`src/rtl/branch_target_predictor.sv`:
```
// Direct-mapped branch target buffer with 2-bit saturating direction counters.
// Provides a combinational next-PC prediction for the fetch stage, is trained
// by resolved branches from EX/MEM, and reports mispredictions with the
// recovery PC plus saturating performance counters.
module branch_target_predictor #(
    parameter int unsigned ENTRIES   = 16,
    parameter logic [1:0]  CTR_INIT  = 2'b01,
    parameter logic [1:0]  ALLOC_CTR = 2'b10,
    parameter int unsigned STAT_W    = 32
) (
    input  logic              CLK,
    input  logic              RST,
    input  logic [31:0]       lookup_pc,
    output logic              pred_hit,
    output logic              pred_taken,
    output logic [31:0]       pred_next_pc,
    input  logic              upd_valid,
    input  logic [31:0]       upd_pc,
    input  logic              upd_taken,
    input  logic [31:0]       upd_target,
    input  logic [31:0]       upd_pred_next,
    output logic              mispredict,
    output logic [31:0]       recover_pc,
    input  logic              flush_all,
    output logic [STAT_W-1:0] stat_branches,
    output logic [STAT_W-1:0] stat_mispredicts
);

    localparam int unsigned IDX_W = $clog2(ENTRIES);
    localparam int unsigned TAG_W = 32 - IDX_W - 2;

    // Table state
    logic              valid_q [ENTRIES];
    logic              valid_d [ENTRIES];
    logic [1:0]        ctr_q   [ENTRIES];
    logic [1:0]        ctr_d   [ENTRIES];
    logic [TAG_W-1:0]  tag_q   [ENTRIES];
    logic [TAG_W-1:0]  tag_d   [ENTRIES];
    logic [31:0]       tgt_q   [ENTRIES];
    logic [31:0]       tgt_d   [ENTRIES];

    // Performance counters
    logic [STAT_W-1:0] stat_branches_q;
    logic [STAT_W-1:0] stat_branches_d;
    logic [STAT_W-1:0] stat_mispredicts_q;
    logic [STAT_W-1:0] stat_mispredicts_d;

    // Address decomposition
    logic [IDX_W-1:0]  lk_idx;
    logic [TAG_W-1:0]  lk_tag;
    logic [IDX_W-1:0]  up_idx;
    logic [TAG_W-1:0]  up_tag;
    logic [31:0]       lk_fallthru;
    logic [31:0]       up_fallthru;
    logic [31:0]       actual_next;
    logic              up_hit;
    logic              mispredict_int;
    logic              unused_pc_lsbs;

    assign lk_idx      = lookup_pc[IDX_W+1:2];
    assign lk_tag      = lookup_pc[31:IDX_W+2];
    assign up_idx      = upd_pc[IDX_W+1:2];
    assign up_tag      = upd_pc[31:IDX_W+2];
    assign lk_fallthru = lookup_pc + 32'd4;
    assign up_fallthru = upd_pc + 32'd4;

    // Byte offset within a word never participates in indexing or tagging
    assign unused_pc_lsbs = ^{lookup_pc[1:0], upd_pc[1:0]};

    // Fetch-side prediction from registered table state (no update bypass)
    always_comb begin
        pred_hit     = valid_q[lk_idx] && (tag_q[lk_idx] == lk_tag);
        pred_taken   = pred_hit && ctr_q[lk_idx][1];
        pred_next_pc = pred_taken ? tgt_q[lk_idx] : lk_fallthru;
    end

    // Resolution-side misprediction detection and recovery PC
    always_comb begin
        actual_next    = upd_taken ? upd_target : up_fallthru;
        up_hit         = valid_q[up_idx] && (tag_q[up_idx] == up_tag);
        mispredict_int = upd_valid && (actual_next != upd_pred_next);
        mispredict     = mispredict_int;
        recover_pc     = upd_valid ? actual_next : 32'd0;
    end

    // Next table state: training, allocation and bulk invalidate
    always_comb begin
        for (int unsigned i = 0; i < ENTRIES; i++) begin
            valid_d[i] = valid_q[i];
            ctr_d[i]   = ctr_q[i];
            tag_d[i]   = tag_q[i];
            tgt_d[i]   = tgt_q[i];
        end

        if (flush_all) begin
            // Only the valid bits are cleared; counters and targets persist
            for (int unsigned i = 0; i < ENTRIES; i++) begin
                valid_d[i] = 1'b0;
            end
        end else if (upd_valid) begin
            if (up_hit) begin
                if (upd_taken) begin
                    if (ctr_q[up_idx] != 2'b11) begin
                        ctr_d[up_idx] = ctr_q[up_idx] + 2'd1;
                    end
                    tgt_d[up_idx] = upd_target;
                end else if (ctr_q[up_idx] != 2'b00) begin
                    ctr_d[up_idx] = ctr_q[up_idx] - 2'd1;
                end
            end else if (upd_taken) begin
                // Direct-mapped allocation evicts whatever lived at this index
                valid_d[up_idx] = 1'b1;
                tag_d[up_idx]   = up_tag;
                tgt_d[up_idx]   = upd_target;
                ctr_d[up_idx]   = ALLOC_CTR;
            end
        end
    end

    // Next statistics: saturating event counters, flush does not suppress counting
    always_comb begin
        stat_branches_d    = stat_branches_q;
        stat_mispredicts_d = stat_mispredicts_q;
        if (upd_valid && (stat_branches_q != {STAT_W{1'b1}})) begin
            stat_branches_d = stat_branches_q + STAT_W'(1);
        end
        if (mispredict_int && (stat_mispredicts_q != {STAT_W{1'b1}})) begin
            stat_mispredicts_d = stat_mispredicts_q + STAT_W'(1);
        end
    end

    // Table registers with asynchronous reset
    always_ff @(posedge CLK or posedge RST) begin
        if (RST) begin
            for (int unsigned i = 0; i < ENTRIES; i++) begin
                valid_q[i] <= 1'b0;
                ctr_q[i]   <= CTR_INIT;
                tag_q[i]   <= '0;
                tgt_q[i]   <= 32'd0;
            end
        end else begin
            for (int unsigned i = 0; i < ENTRIES; i++) begin
                valid_q[i] <= valid_d[i];
                ctr_q[i]   <= ctr_d[i];
                tag_q[i]   <= tag_d[i];
                tgt_q[i]   <= tgt_d[i];
            end
        end
    end

    // Statistics registers with asynchronous reset
    always_ff @(posedge CLK or posedge RST) begin
        if (RST) begin
            stat_branches_q    <= '0;
            stat_mispredicts_q <= '0;
        end else begin
            stat_branches_q    <= stat_branches_d;
            stat_mispredicts_q <= stat_mispredicts_d;
        end
    end

    assign stat_branches    = stat_branches_q;
    assign stat_mispredicts = stat_mispredicts_q;

endmodule

```
`config.mk`:
```
export PLATFORM = sky130hd
export DESIGN_NAME = branch_target_predictor
export DESIGN_NICKNAME = d
export VERILOG_FILES = /design/src/rtl/branch_target_predictor.sv
export SDC_FILE = /design/constraint.sdc
export NUM_CORES = 2
export LEC_CHECK = 0
export BUFFER_PORTS_ARGS = -buffer_cell sky130_fd_sc_hd__buf_4
export CORE_ASPECT_RATIO = 1.4
export CORE_MARGIN = 8
export CORE_UTILIZATION = 50
export DETAILED_ROUTE_END_ITERATION = 10
export GPL_TIMING_DRIVEN = 0
export PLACE_DENSITY = 0.73
export SLEW_MARGIN = 20
export SYNTH_ARGS = -nofsm -noshare
export SYNTH_HDL_FRONTEND = slang
export SYNTH_SLANG_ARGS = --single-unit
```
`constraint.sdc`:
```
create_clock -name CLK -period 37.3 [get_ports CLK]
set_input_delay 1.865 -clock CLK [delete_from_list [all_inputs] [get_ports CLK]]
set_output_delay 1.865 -clock CLK [all_outputs]
set_load 0.01 [all_outputs]
```
After elaboration in Yosys (flattened, before gate mapping). Cells that the tools add are included. Widths: inputs -> output; s select.

Bits in registers: 1040. Input bits: 133. Output and inout port bits: 131. Word-level logic and storage cells: 152.

Add/sub/neg operators: 6. Order comparisons: 3. Equal/unequal tests: 8. Multiplexer cells: 45. Bitwise logic cells: 8. Reductions and logical operators: 16.

Operator list (count): $bwmux 512 (1); $bwmux 416 (1); $mux 32 (11); $bmux 26 s4 (2); $mux 26 (5); $bmux 32 s4 (1); $demux 32 s4 (1); $demux 26 s4 (1); $add 32x1->32 const B (2); $add 32x3->32 const B (2); $bwmux 32 (2); $mux 16 (4); $ne 32x32->1 const B (2); $eq 26x26->1 (2); $ne 32x32->1 (1); $or 16x16->16 (2); $and 16x16->16 (1); $bmux 2 s4 (2); $not 16->16 (1); $ge 5x5->1 const B (2); $mux 2 (5); $not 4->5 (2); $reduce_bool 2->1 (5); $bmux 1 s4 (2); other kinds (13) (26).

Longest topological paths before layout.
Word-level depth: 10. Mapped depth: 18. Gate-level depth less buffers: 12.

Least setup slack after synthesis. OpenSTA, ideal clock, no wires.

Kind: input-to-output. Start point: input lookup_pc[4]. End point: output pred_next_pc[22]. Arrival time: 5.376 ns. Path slack: 30.059 ns. Cell stages on the path: 12. Path through: buf_2 -> buf_2 -> buf_2 -> buf_1 -> mux2i_1 -> a21oi_1 -> xnor2_1 -> nand2_1 -> or4b_2 -> nor4_2 -> buf_2 -> mux2_2.

Word-level cells in the longest chain between the ends: 8. Elaborated cells between the ends (all ways): 18.

RTL lines: from (decl) (RTL line 13) `input logic [31:0] lookup_pc,`; $not 4->5 (not written as such) (RTL line 72, 73, 74); $bmux 26 s4 (RTL line 72) `pred_hit = valid_q[lk_idx] && (tag_q[lk_idx] == lk_tag);`; $mux 26 (not written as such) (2 in a row) (RTL line 72); $eq 26x26->1 (RTL line 72); $logic_and 1x1->1 (RTL line 72); $logic_and 1x1->1 (RTL line 73) `pred_taken = pred_hit && ctr_q[lk_idx][1];`; $mux 32 * (RTL line 74) `pred_next_pc = pred_taken ? tgt_q[lk_idx] : lk_fallthru;`; to (decl) (RTL line 16) `output logic [31:0] pred_next_pc,`.

Every way passes the cells marked *; elsewhere a longest branch is shown, timed or not. The select of a mux whose other input is x is not followed.

Worst setup path in the final report.
Start point: input lookup_pc[3]. End point: output pred_next_pc[29].

Same word-level chain as after synthesis.

==> impl_metrics.toml <==
[cts]
tritoncts = "done"
cts_made_buffers = 101
cts.clk_slew.worst_paths_ns = 0.06
ctsResizeCount = 0
root_buffer = "clkbuf_16"
clockBufferDepth = 3
postCtsHoldBufs = 0
cts_setup_buffers = 0
clock_latency_ns = 0.75
cts.sinks = 1040
cts-htree-levels = 3

[sta]
setup_viol = 0
max_slew_margin_pct = 10.99
final-hold-violation-count = 0
fmax_mhz = 89.37
tightestPinTransition_ns = 1.335
post-route-min-period_ns = 11.19
skew_ns = 0.06607
period_share_pct = 30.00
rsz0062_at_grt = "no"
final_max_slew_viol_count = 0

[hold_path]
hold_path.class = "flip-flop to flip-flop"

[setup_path]
worst-setup-path-type = "input port to primary output"
ff2ff_path_depth = 12
r2r-start = "tag_q[152]$_DFFE_PP0P_"
worstSetupEndpoint = "pred_next_pc[29]"
r2r_slack_ns = 31.77
worstPathMaxFanout = 10
critPathLaunchType = "input port"
crit_arrival_ns = 9.32
r2r-end = "valid_q[3]$_DFFE_PP0P_"
crit_required_ns = 35.43
endpoint_kind = "primary output"
crit_path_start = "lookup_pc[3]"

[yosys]
synth_nets = 4330
syn_area_sq_mm = 0.05433
async_reset_ff_share_pct = 100.0
yosys_warnings = 0
ys_seq_area_share_pct = 47.93
ys_seq_elements = 1040
synth.avg_cell_area_sq_um = 12.97
synthFlopType = "dfrtp_1"
synth-edff-count = 0
ys_types = 88
synthesis.instances = 4188

[place]
portBuffers = 226
placed_cell_area_sq_mm = 0.05819
gp_congestion = 1.162
dp_hpwl_mm = 163.6

[die]
die_w_microns = 294.6
core_area_sq_mm = 0.1082
fp-row-count = 143
pin_count = 264
start_util_pct = 50.19
dieHeight_microns = 406.0
dieArea_sq_mm = 0.1196

[cells_and_area]
layout_common_cells = "dfrtp_1, mux2_2, mux4_2"
fin_util_pct = 57.01
drive_above_1_share_pct = 36.81
final_nets = 4670
final_common_cell = "dfrtp_1"
stdcell_area_sq_mm = 0.06171
fill_cells = 8792
area_growth_pct = 13.58

[grt]
grtUsageTotal_pct = 37.30
antenna_found_initial = 24
grt_pass1_vias = 41800
grt_pass1_wl_mm = 314.1
overflow = 0
grt_max_degree = 106

[flow_run]
drv_cap = 0

[route]
viasPerCell = 6.862
wl_per_cell_microns = 37.18
drc = 0
ant_nets = 0
vias = 41750
drt_iter0_drc = 5344
finalWirelength_mm = 226.2
firstDrtPassIters = 6

[status]
status = "finished, final reports clean"

[power_and_ir_drop]
ir_worst_vdd_mv = 0.04230
p_per_area_mw_per_mm2 = 48.81
finalPower_mw = 3.012
power_leakage_nw = 27.57
[flip-flops by register name, indices dropped and copies added, names as in the netlist]
signal            count
ctr_q                32
stat_mispredicts     32
tgt_q               512
stat_branches        32
valid_q              16
tag_q               416
[cell families (layout without fill, tap and decap cells)]
logic type | count (synthesis) | count (layout) | share of synthesized area, %
AO/OA/AOI/OAI | 508 | 508 | 5.492
AND/OR/NAND/NOR | 764 | 764 | 6.722
buffers and inverters | 459 | 884 | 3.726
flip-flops | 1040 | 1040 | 47.93
multiplexers | 1205 | 1205 | 32.62
adder cells (fa/ha/maj) | 9 | 9 | 0.2073
other | 0 | 21 | 0
XOR/XNOR | 203 | 203 | 3.298
[stage by stage]
| stage | setup TNS (ns) | hold slack [ns] | setup slack, ns | cells |
|---|---|---|---|---|
| 6_report | 0 | 0.4863 | 26.11 | 6084 |
| 3_5_place_dp | 0 | 0.4708 | 26.57 | 5875 |
| 5_1_grt | 0 | 0.5051 | 26.27 | 6067 |
| 2_1_floorplan | 0 | 0.4446 | 6.191 | 4188 |
| 4_1_cts | 0 | 0.4845 | 26.53 | 6063 |
| 3_3_place_gp | -4881.72 | 0.4586 | -4.978 | 5864 |
[worst max-delay path, stage by stage]
cell,delay (ns)
buf_4,0.10
buf_2,0.47
buf_2,0.49
buf_1,0.98
clkbuf_1,0.92
clkbuf_2,0.76
a211oi_1,0.16
a21oi_1,0.70
xor2_1,0.35
nor4_1,0.26
nand2_1,0.13
nor4_4,0.92
buf_2,0.52
mux2_2,0.47
buf_4,0.17
[worst min-delay path by stage]
stage                                        end  depth (start not counted)              startpoint
final                     tgt_q[208]$_DFFE_PP0P_                          2  tgt_q[208]$_DFFE_PP0P_
after global routing      tgt_q[432]$_DFFE_PP0P_                          2  tgt_q[432]$_DFFE_PP0P_
after CTS                 tgt_q[208]$_DFFE_PP0P_                          2  tgt_q[208]$_DFFE_PP0P_
after detailed placement  tgt_q[208]$_DFFE_PP0P_                          2  tgt_q[208]$_DFFE_PP0P_
after global placement    tgt_q[272]$_DFFE_PP0P_                          2  tgt_q[272]$_DFFE_PP0P_
after floorplan           tgt_q[176]$_DFFE_PP0P_                          2  tgt_q[176]$_DFFE_PP0P_
[report_power, final]
group / internal, mW / switching (mW) / total, mW
sequential: 1.27 / 0.102 / 1.37
clock: 0.607 / 0.475 / 1.08
combinational: 0.262 / 0.294 / 0.556
[final cells by class]
| type | instances | area [sq um] | share of cell area, % |
|---|---|---|---|
| buffer | 403 | 1836 | 2.974 |
| clock inverter | 45 | 514.2 | 0.8333 |
| clock buffer | 143 | 2937 | 4.758 |
| multi-input combinational | 2689 | 26300 | 42.61 |
| inverter | 56 | 217.7 | 0.3528 |
| sequential | 1040 | 26050 | 42.20 |
| antenna | 21 | 52.55 | 0.08515 |
| timing repair buffer | 237 | 1999 | 3.240 |
| tap | 1450 | 1814 | 2.940 |
[routing by layer]
metal	part of all wire (%)	vias to the layer above	GRT usage, %
met5	0.12	-	0.8533
met4	11	18	31.89
met1	33	21360	41.97
met2	44	3139	55.46
li1	-	16150	-
met3	13	1081	14.38
[synthesized netlist by cell type, types with 8 or more instances]
master,count,area [sq um]
nor3_1,44,220.2
nor2b_1,27,168.9
a31oi_1,9,56.30
or3_1,9,56.30
and2_1,9,56.30
buf_2,93,465.5
mux4_2,377,8491
o21ai_0,309,1546
nand2b_1,15,93.84
clkbuf_1,239,897.1
dfrtp_1,1024,25620
a22oi_1,15,112.6
inv_1,49,183.9
a21oi_1,54,270.3
nand4_1,40,250.2
a211oi_1,26,195.2
ha_1,9,112.6
nand3_1,50,250.2
xnor2_1,108,945.9
nor2_1,74,277.8
or2_2,10,62.56
nor4_1,33,206.5
and3_1,35,219.0
and4_1,16,140.1
xor2_1,94,823.3
buf_4,28,210.2
mux2_2,721,8119
mux2i_1,96,960.9
nand2_1,374,1404
mux2_1,9,101.4
nor3b_1,8,60.06
buf_1,34,127.6
dfstp_2,16,420.4
Power figures use the tool's default switching activity.
